### src/rtl/alu_share_arbiter.sv
// Shares one combinational ALU between two valid/ready requesters (round-robin grant).
// Define ALU_ARB_FIXED_PRIO_EN to give requester 0 fixed priority on simultaneous requests.
module alu_share_arbiter #(
    parameter int WIDTH        = 32,
    parameter int OPCODE_WIDTH = 5
) (
    input  logic                    clk,
    input  logic                    rst_n,
    input  logic [1:0]              req_valid,
    output logic [1:0]              req_ready,
    input  logic [OPCODE_WIDTH-1:0] req_op0,
    input  logic [OPCODE_WIDTH-1:0] req_op1,
    input  logic [WIDTH-1:0]        req_a0,
    input  logic [WIDTH-1:0]        req_a1,
    input  logic [WIDTH-1:0]        req_b0,
    input  logic [WIDTH-1:0]        req_b1,
    output logic [1:0]              rsp_valid,
    input  logic [1:0]              rsp_ready,
    output logic [WIDTH-1:0]        rsp_result,
    output logic                    rsp_flag,
    output logic [WIDTH-1:0]        alu_a,
    output logic [WIDTH-1:0]        alu_b,
    output logic [OPCODE_WIDTH-1:0] alu_op,
    input  logic [WIDTH-1:0]        alu_result,
    input  logic                    alu_flag,
    output logic [15:0]             op_count
);

    typedef enum logic [1:0] {
        IDLE = 2'd0,
        EXEC = 2'd1,
        RESP = 2'd2
    } state_t;

    state_t                  state_q;
    logic                    rr_ptr_q;
    logic                    gnt_id_q;
    logic [OPCODE_WIDTH-1:0] op_q;
    logic [WIDTH-1:0]        a_q;
    logic [WIDTH-1:0]        b_q;
    logic [WIDTH-1:0]        res_q;
    logic                    flag_q;
    logic [1:0]              rsp_valid_q;
    logic [15:0]             count_q;
    logic                    winner_d;

    // Winner is only meaningful while at least one request is valid.
    always_comb begin
        winner_d = 1'b0;
        if (req_valid == 2'b11) begin
`ifdef ALU_ARB_FIXED_PRIO_EN
            winner_d = 1'b0;
`else
            winner_d = rr_ptr_q;
`endif
        end else begin
            winner_d = req_valid[1];
        end
    end

    always_comb begin
        req_ready = '0;
        if (state_q == IDLE && (|req_valid)) begin
            req_ready[winner_d] = 1'b1;
        end
    end

    always_ff @(posedge clk or negedge rst_n) begin
        if (!rst_n) begin
            state_q     <= IDLE;
            rr_ptr_q    <= 1'b0;
            gnt_id_q    <= 1'b0;
            op_q        <= '0;
            a_q         <= '0;
            b_q         <= '0;
            res_q       <= '0;
            flag_q      <= 1'b0;
            rsp_valid_q <= '0;
            count_q     <= '0;
        end else begin
            case (state_q)
                IDLE: begin
                    if (|req_valid) begin
                        state_q  <= EXEC;
                        gnt_id_q <= winner_d;
                        op_q     <= winner_d ? req_op1 : req_op0;
                        a_q      <= winner_d ? req_a1 : req_a0;
                        b_q      <= winner_d ? req_b1 : req_b0;
                    end
                end
                EXEC: begin
                    res_q       <= alu_result;
                    flag_q      <= alu_flag;
                    rsp_valid_q <= gnt_id_q ? 2'b10 : 2'b01;
                    state_q     <= RESP;
                end
                RESP: begin
                    if (rsp_ready[gnt_id_q]) begin
                        state_q     <= IDLE;
                        rsp_valid_q <= '0;
                        count_q     <= count_q + 16'd1;
                        rr_ptr_q    <= ~gnt_id_q;
                    end
                end
                default: begin
                    state_q     <= IDLE;
                    rsp_valid_q <= '0;
                end
            endcase
        end
    end

    assign rsp_valid  = rsp_valid_q;
    assign rsp_result = res_q;
    assign rsp_flag   = flag_q;
    assign alu_a      = a_q;
    assign alu_b      = b_q;
    assign alu_op     = op_q;
    assign op_count   = count_q;

endmodule

### config.mk
export PLATFORM = sky130hd
export DESIGN_NAME = alu_share_arbiter
export DESIGN_NICKNAME = d
export VERILOG_FILES = /design/src/rtl/alu_share_arbiter.sv
export SDC_FILE = /design/constraint.sdc
export NUM_CORES = 1
export LEC_CHECK = 0
export BUFFER_PORTS_ARGS = -buffer_cell sky130_fd_sc_hd__buf_2
export CORE_ASPECT_RATIO = 0.9
export CORE_MARGIN = 1.5
export CORE_UTILIZATION = 40
export CTS_CLUSTER_SIZE = 40
export DETAILED_ROUTE_END_ITERATION = 7
export HOLD_SLACK_MARGIN = 0.1
export PLACE_DENSITY = 0.75
export RECOVER_POWER = 25
export SLEW_MARGIN = 5
export SYNTH_ARGS = -nofsm -noshare
export SYNTH_HDL_FRONTEND = slang
export SYNTH_SLANG_ARGS = --single-unit
### constraint.sdc
create_clock -name clk -period 1.9 [get_ports clk]
set_input_delay 0.19 -clock clk [delete_from_list [all_inputs] [get_ports clk]]
set_output_delay 0.19 -clock clk [all_outputs]
set_load 0.02 [all_outputs]
==> impl_metrics.csv, run 1 <==
group,metric,value,unit
status,status,"finished clean",
layout,nets,1038,
floorplan,die-area,13790,um^2
clocking,tritoncts,"built",
placed_design,io_buffer_count,298,
synthesis,synth_nets,569,
layout,syn2layout_area_growth,78.19,%
sta,drv_slew,0,
synthesis,synthMuxAreaShare,8.098,%
sta,rsz0062_at_grt,"false",
worst_setup_path,critical_path_class,"reg -> out",
global_route,grt_antenna_before_repair,3,
synthesis,synth_top_family_by_area,"compound AO/OA/AOI/OAI gates",
min_path,worstHoldPathCells,3,
route,drtIter0Drc,351,
clocking,clock_sinks,124,
worst_setup_path,crit_fanout,20,
synthesis,synthCells,391,
power_and_ir_drop,switchingPower,5874,uW
clocking,cts_max_path_buffers,2,
global_route,grt_start_max_net_pins,75,
clocking,clk_pin_slew,0.06,ns
synthesis,synth.avg_cell_area,13.40,um^2
clocking,cts-root-buf,"clkbuf_16",
power_and_ir_drop,power_density,1623,nW/um^2
route,drc,0,
route,routed_wl,19670,um
synthesis,ys_ff_latch,124,
layout,drive_gt1_share,41.12,%
power_and_ir_drop,p_leak,0.005054,uW
floorplan,start_util,41.12,%
worst_setup_path,arrival,1.62,ns
sta,clock_skew,0.01237,ns
power_and_ir_drop,pwr-share-comb,44.4,%
worst_setup_path,r2r_cells,5,
route,vias_per_cell,5.184,
global_route,grt_overflow,0,
floorplan,num_io_pins,299,
sta,slew_headroom,43.43,%
worst_setup_path,critical_path_required,1.71,ns
synthesis,yosys.area_share.adder,0.2389,%
sta,final.setup.tns,0,ns
synthesis,ys_warn_count,0,
power_and_ir_drop,p_int,9276,uW
clocking,numCtsBuffers,17,
global_route,grt.total_usage,28.89,%
synthesis,synth-simple-area-share,4.157,%
global_route,grt_pass1_wl,30020,um
synthesis,synth_sequential_area_ratio,59.25,%
floorplan,fp.dieW,123.6,um
power_and_ir_drop,pwr-share-clk,24.7,%
power_and_ir_drop,p_seq_share,30.9,%
min_path,min_path_type,"in -> reg",
global_route,grt_pass1_vias,5951,
sta,setup_viol,0,
sta,worstMarginPinSlew,0.8485,ns
route,drt_first_pass_iters,4,
sta,post-route-period-util,95.33,%
clocking,clk_latency,0.42,ns
synthesis,ys.flop_type,"dfrtp_1",
worst_setup_path,setup.worst_path.end_class,"output port",
synthesis,async_reset_ff_share,100.0,%
route,postRouteAntennaNets,0,
synthesis,synth_xor_area_share,2.508,%
worst_setup_path,startpoint_type,"flop",
run,cap_viol_max_count,0,
synthesis,synth-compound-area-share,22.22,%
floorplan,die_h,111.6,um
placed_design,place_congestion,0.7803,
clocking,htreeDepth,4,
sta,hold_violations,0,
placed_design,dpl.hpwl,10590,um
power_and_ir_drop,power,15150,uW
power_and_ir_drop,vdd_ir_drop_max,947.1,uV
route,vias,5391,
synthesis,synth_edf_count,0,
power_and_ir_drop,p_sw_share,38.77,%
synthesis,ys_types,27,
floorplan,num_rows,39,
sta,final.min_clock_period,1.811,ns
floorplan,coreArea,12740,um^2
route,wl_per_cell,18.91,um
sta,max_clock_freq,552.1,MHz
synthesis,syn_area,5238,um^2
==> metal layers <==
layer | GRT usage [%] | up-vias | routed length (um)
met3 | 7.941 | 80 | 1384
met5 | 0 | - | 0
met2 | 50.13 | 300 | 10090
met4 | 17.78 | 0 | 1005
li1 | - | 2386 | -
met1 | 30.77 | 2625 | 7188
==> cell usage in the layout (no fill, tap or decap), types with 2 or more instances in the layout <==
master	count
buf_2	296
dlygate4sd3_1	169
dfrtp_1	122
a21o_1	70
a22o_1	69
mux2_1	23
clkbuf_16	17
mux2_2	12
nand2_1	11
xnor2_1	10
nand3_1	7
bufinv_16	6
xor2_1	5
clkinv_4	5
nor2_1	4
inv_6	4
buf_4	4
buf_12	4
diode_2	3
nand2b_1	3
inv_1	3
mux2i_1	3
nand4_1	3
nor3_1	3
o21ai_0	2
nor4_4	2
a21oi_1	2
dfrtp_2	2
==> power groups by stage <==
stage	clock network (uW)	logic (uW)	registers [uW]
global placement	0	6020	4540
finish	3740	6720	4680
floorplan	0	2720	5940
global route	3910	7150	4780
CTS	3790	6570	4600
detailed placement	0	6200	4590
==> final cells by class <==
| type | count | area [um^2] |
|---|---|---|
| fillers | 788 | 3403 |
| clock inverters | 15 | 259.0 |
| repair buffers | 477 | 3338 |
| flip-flops and latches | 124 | 3105 |
| inverters | 3 | 11.26 |
| well taps | 164 | 205.2 |
| clock buffers | 17 | 425.4 |
| multi-input cells | 237 | 1981 |
| diodes | 3 | 7.507 |
==> state kept, by name, summed over array words and instances (netlist names) <==
signal and flops:
op_count 16, rsp_valid 2, rsp_flag 1, gnt_id_q 1
rsp_result 32, state_q 2, alu_op 5, rr_ptr_q 1
alu_a 32, alu_b 32
==> what timing repair did <==
action / CTS / global route
hold buffers: 169 / 0
endpoints found under the hold margin: 227 / 0
setup endpoints to repair: 2 / 2
setup buffers: 0 / 0
resized for setup: 3 / 3
cloned: 1 / 0
==> cells in the mapped netlist, types with 3 or more instances <==
master,number,share of area (%)
nand4_1,3,0.36
xnor2_1,10,1.7
nor3_1,3,0.29
mux2i_1,3,0.57
xor2_1,5,0.84
buf_2,10,0.96
nand3_1,7,0.67
a21o_1,70,10
a22o_1,69,12
dfrtp_1,124,59
inv_1,3,0.21
clkbuf_1,9,0.64
buf_6,8,1.7
mux2_2,12,2.6
nand2_1,11,0.79
mux2_1,23,4.9
nor2_1,5,0.36
nand2b_1,3,0.36
==> critical path, stage by stage (launching register included) <==
cell and delay (ns):
dfrtp_2 0.46, nor2_4 0.16, and3_4 0.25, buf_12 0.18, buf_4 0.16
==> stage by stage <==
stage	std cells	util [%]	area, um^2	setup slack [ns]	hold slack (ns)
floorplan	391	-	5238	0.3537	-0.1056
global placement	835	54.28	6913	0.2709	0.05640
detailed placement	835	54.28	6913	0.2291	0.05821
CTS	1037	73.28	9333	0.02101	0.1021
global route	1040	73.28	9333	0.009451	0.1199
finish	1040	73.28	9333	0.08878	0.1226
==> cell families (layout without fill, tap and decap cells) <==
kind of cell               count (synthesis)  count (layout)
and+or+nand+nor                           38              38
adders and majority gates                  1               1
buffers and inverters                     30             512
DFF                                      124             124
other                                      0               3
xor gates and xnor gates                  15              15
AOI/OAI and AO/OA                        145             145
muxes                                     38              38
==> final timing paths <==
kind | slack (ns) | from | endpoint
worst min register to register | 0.47 | op_count[15]$_DFFE_PN0P_ | op_count[15]$_DFFE_PN0P_
worst max register to register | 0.29 | rr_ptr_q$_DFFE_PN0P_ | alu_b[2]$_DFFE_PN0P_
worst min-delay path | 0.12 | req_a1[12] | alu_a[12]$_DFFE_PN0P_
min in group asynchronous | 0.39 | rst_n | op_count[6]$_DFFE_PN0P_
max in group asynchronous | 0.35 | rst_n | state_q[1]$_DFFE_PN0P_
worst max-delay path | 0.09 | state_q[1]$_DFFE_PN0P_ | req_ready[1]
(Power assumes the default switching activity.)
==> run 2: changes to the inputs <==
Settings changed: CTS_BUF_LIST from default to sky130_fd_sc_hd__clkbuf_8.
==> run 2 against run 1 <==
The flow now stops in 4_1_cts. Synthesized area did not move. Synthesized cell count did not move.
==> impl_metrics.csv, run 2 <==
group,metric,value,unit
floorplan,num_io_pins,299,
clocking,cts_setup_buffers,0,
synthesis,synth_area_leader_cell,"dfrtp_1",
synthesis,async_reset_ff_share,100.0,%
clocking,numCtsBuffers,17,
synthesis,ys.flop_type,"dfrtp_1",
clocking,cts_max_path_buffers,2,
placed_design,place_congestion,0.7803,
floorplan,start_util,41.12,%
synthesis,ys_warn_count,0,
floorplan,num_rows,39,
floorplan,fp.dieW,123.6,um
status,status,"did not finish",
synthesis,syn_area,5238,um^2
synthesis,synthMostInstantiatedCell,"dfrtp_1",
clocking,cts-root-buf,"clkbuf_8",
clocking,clock_sinks,124,
synthesis,ys_types,27,
clocking,cts_hold_buffers,174,
synthesis,synth_sequential_area_ratio,59.25,%
placed_design,dpl.hpwl,10590,um
synthesis,yosys-top-cells-area,"dfrtp_1 59%, a22o_1 12%, a21o_1 10%",
placed_design,dpl.cell_count,835,
clocking,cts_resized,5,
placed_design,io_buffer_count,298,
synthesis,ys_ff_latch,124,
synthesis,synthCells,391,
synthesis,synth.avg_cell_area,13.40,um^2
synthesis,synth_edf_count,0,
status,first-error,"[ERROR RSZ-0060] Max buffer count reached.",
synthesis,synthTopCellsByCount,"124 x dfrtp_1, 70 x a21o_1, 69 x a22o_1",
synthesis,synth_nets,569,
synthesis,netlist.area_leader.share,59.25,%
clocking,htreeDepth,4,
floorplan,die_h,111.6,um
status,stop_stage,"4_1_cts",
run 2: logic make-up after synthesis:
family / count (synthesis) / synth area share, %
mux: 38 / 8.098
flops: 124 / 59.25
compound gates: 145 / 22.22
fa+ha+maj: 1 / 0.2389
simple gates: 38 / 4.157
buf+inv: 30 / 3.536
xor+xnor: 15 / 2.508
run 2: per-stage QoR:
step	util [%]	cell area [um^2]	setup slack, ns
2_1_floorplan	-	5238	0.3537
3_3_place_gp	54.28	6913	0.2709
3_5_place_dp	54.28	6913	0.2291
==> run 3: changes to the inputs <==
Settings changed: CORE_ASPECT_RATIO 0.9 to default, CORE_UTILIZATION 40 to 25, CTS_BUF_LIST sky130_fd_sc_hd__clkbuf_8 to default, CTS_CLUSTER_SIZE 40 to default, HOLD_SLACK_MARGIN 0.1 to default, PLACE_DENSITY 0.75 to default, PLACE_DENSITY_LB_ADDON from default to 0.15.
==> run 3 against run 2 <==
The flow now finishes without violations.
==> impl_metrics.csv, run 3 (synthesis gave the netlist of run 1 again) <==
group,metric,value,unit
layout,drive_gt1_share,44.25,%
route,drt_first_pass_iters,4,
layout,nFillCells,1950,
layout,multiInputGateArea,1981,um^2
sta,hold_violations,0,
layout,syn2layout_area_growth,65.07,%
placed_design,dpl.hpwl,11300,um
floorplan,coreArea,20360,um^2
clocking,cts-root-buf,"clkbuf_16",
sta,setup_viol,0,
min_path,hp-start,"alu_result[10]",
sta,final.min_clock_period,1.801,ns
sta,drv_slew,0,
clocking,numCtsBuffers,17,
sta,post-route-period-util,94.78,%
route,postRouteAntennaNets,0,
worst_setup_path,critical_path_required,1.71,ns
layout,final_common_cell,"buf_2",
sta,rsz0062_at_grt,"false",
route,drtIter0Drc,180,
route,vias,4841,
worst_setup_path,reg2reg_slack,0.33,ns
worst_setup_path,arrival,1.61,ns
route,wl_per_cell,15.36,um
sta,final.setup.tns,0,ns
min_path,worstHoldPathCells,2,
global_route,grt_pass1_vias,5031,
clocking,htreeDepth,4,
floorplan,num_io_pins,299,
worst_setup_path,r2r-start,"op_count[0]$_DFFE_PN0P_",
floorplan,start_util,25.72,%
floorplan,num_rows,52,
worst_setup_path,r2r_cells,5,
clocking,tritoncts,"built",
worst_setup_path,crit_fanout,21,
worst_setup_path,startpoint_type,"flop",
sta,worstMarginPinSlew,0.9061,ns
layout,ff_latch_area,3105,um^2
floorplan,die_h,147.7,um
global_route,grt.total_usage,14.88,%
global_route,grt_pass1_wl,25560,um
global_route,grt_antenna_before_repair,0,
clocking,cts_max_path_buffers,2,
layout,nets,967,
power_and_ir_drop,p_leak,0.004710,uW
floorplan,die-area,21830,um^2
layout,final_cell_mix,"297 x buf_2, 122 x dfrtp_1, 98 x dlygate4sd3_1, 70 x a21o_1, 69 x a22o_1",
clocking,clk_pin_slew,0.05,ns
layout,post-route-util,42.46,%
worst_setup_path,setup.worst_path.end_class,"output port",
min_path,hold_end,"rsp_result[10]$_DFFE_PN0N_",
min_path,min_path_type,"in -> reg",
sta,slew_headroom,39.59,%
route,vias_per_cell,4.524,
placed_design,place_congestion,0.7777,
placed_design,io_buffer_count,298,
run,cap_viol_max_count,0,
clocking,clk_latency,0.41,ns
sta,clock_skew,0.008722,ns
route,routed_wl,16440,um
power_and_ir_drop,vdd_ir_drop_max,673.4,uV
power_and_ir_drop,power_density,1652,nW/um^2
status,status,"finished clean",
floorplan,fp.dieW,147.7,um
clocking,cts_setup_buffers,0,
global_route,grt_overflow,0,
clocking,clock_sinks,124,
worst_setup_path,r2r-end,"op_count[10]$_DFFE_PN0P_",
sta,max_clock_freq,555.3,MHz
global_route,grt_start_max_net_pins,65,
layout,diodes,0,
worst_setup_path,critical_path_class,"reg -> out",
route,drc,0,
-- run 3: where the power goes --
group | switching (uW) | total, uW | internal (uW)
Sequential | 724 | 4580 | 3860
Combinational | 3570 | 6430 | 2860
Clock | 1160 | 3270 | 2110
Total | 5450 | 14300 | 8830
-- run 3: cell type report --
type                    instances  area share (%)
flip-flops and latches        124           35.92
repair buffers                406           30.41
multi-input cells             237           22.91
clock buffers                  22           5.369
well taps                     270           3.907
clock inverters                 8           1.360
inverters                       3          0.1302
-- run 3: critical path: stages (launching register included) --
cell     delay [ns]
dfrtp_2        0.45
nor2_4         0.16
and3_4         0.23
buf_8          0.18
buf_2          0.19
-- run 3: per-stage QoR --
stage / hold slack, ns / cells / setup slack [ns] / instance area (um^2) / power (uW)
after floorplan: -0.1056 / 391 / 0.3537 / 5238 / 8667
after global placement: 0.2268 / 942 / 0.2649 / 7091 / 10800
after detailed placement: 0.2353 / 942 / 0.2523 / 7091 / 10920
after CTS: 0.001820 / 1070 / 0.002265 / 8665 / 14460
after global routing: 0.002422 / 1070 / 0.01712 / 8646 / 15140
final: 0.02011 / 1070 / 0.09914 / 8646 / 14280
-- run 3: worst max path at each step --
| stage | from | to | slack (ns) | cells past startpoint |
|---|---|---|---|---|
| 2_1_floorplan | op_count[0]$_DFFE_PN0P_ | op_count[10]$_DFFE_PN0P_ | 0.35 | 5 |
| 4_1_cts | state_q[0]$_DFFE_PN0P_ | req_ready[1] | 0.002 | 4 |
| 3_3_place_gp | state_q[0]$_DFFE_PN0P_ | req_ready[1] | 0.26 | 4 |
| 3_5_place_dp | state_q[0]$_DFFE_PN0P_ | req_ready[1] | 0.25 | 4 |
| 6_report | state_q[1]$_DFFE_PN0P_ | req_ready[1] | 0.1 | 4 |
| 5_1_grt | state_q[0]$_DFFE_PN0P_ | req_ready[1] | 0.02 | 4 |
-- run 3: layer usage --
layer,GRT usage (%),routed length [um]
met1,17.23,6715
met2,25.89,8467
met3,4.290,945
met4,5.700,311
met5,0,0
-- run 3: what timing repair did --
| action | in CTS | in global routing |
|---|---|---|
| endpoints found under the hold margin | 221 | 0 |
| resized for setup | 3 | 4 |
| hold buffers | 98 | 0 |
| setup endpoints to repair | 2 | 1 |
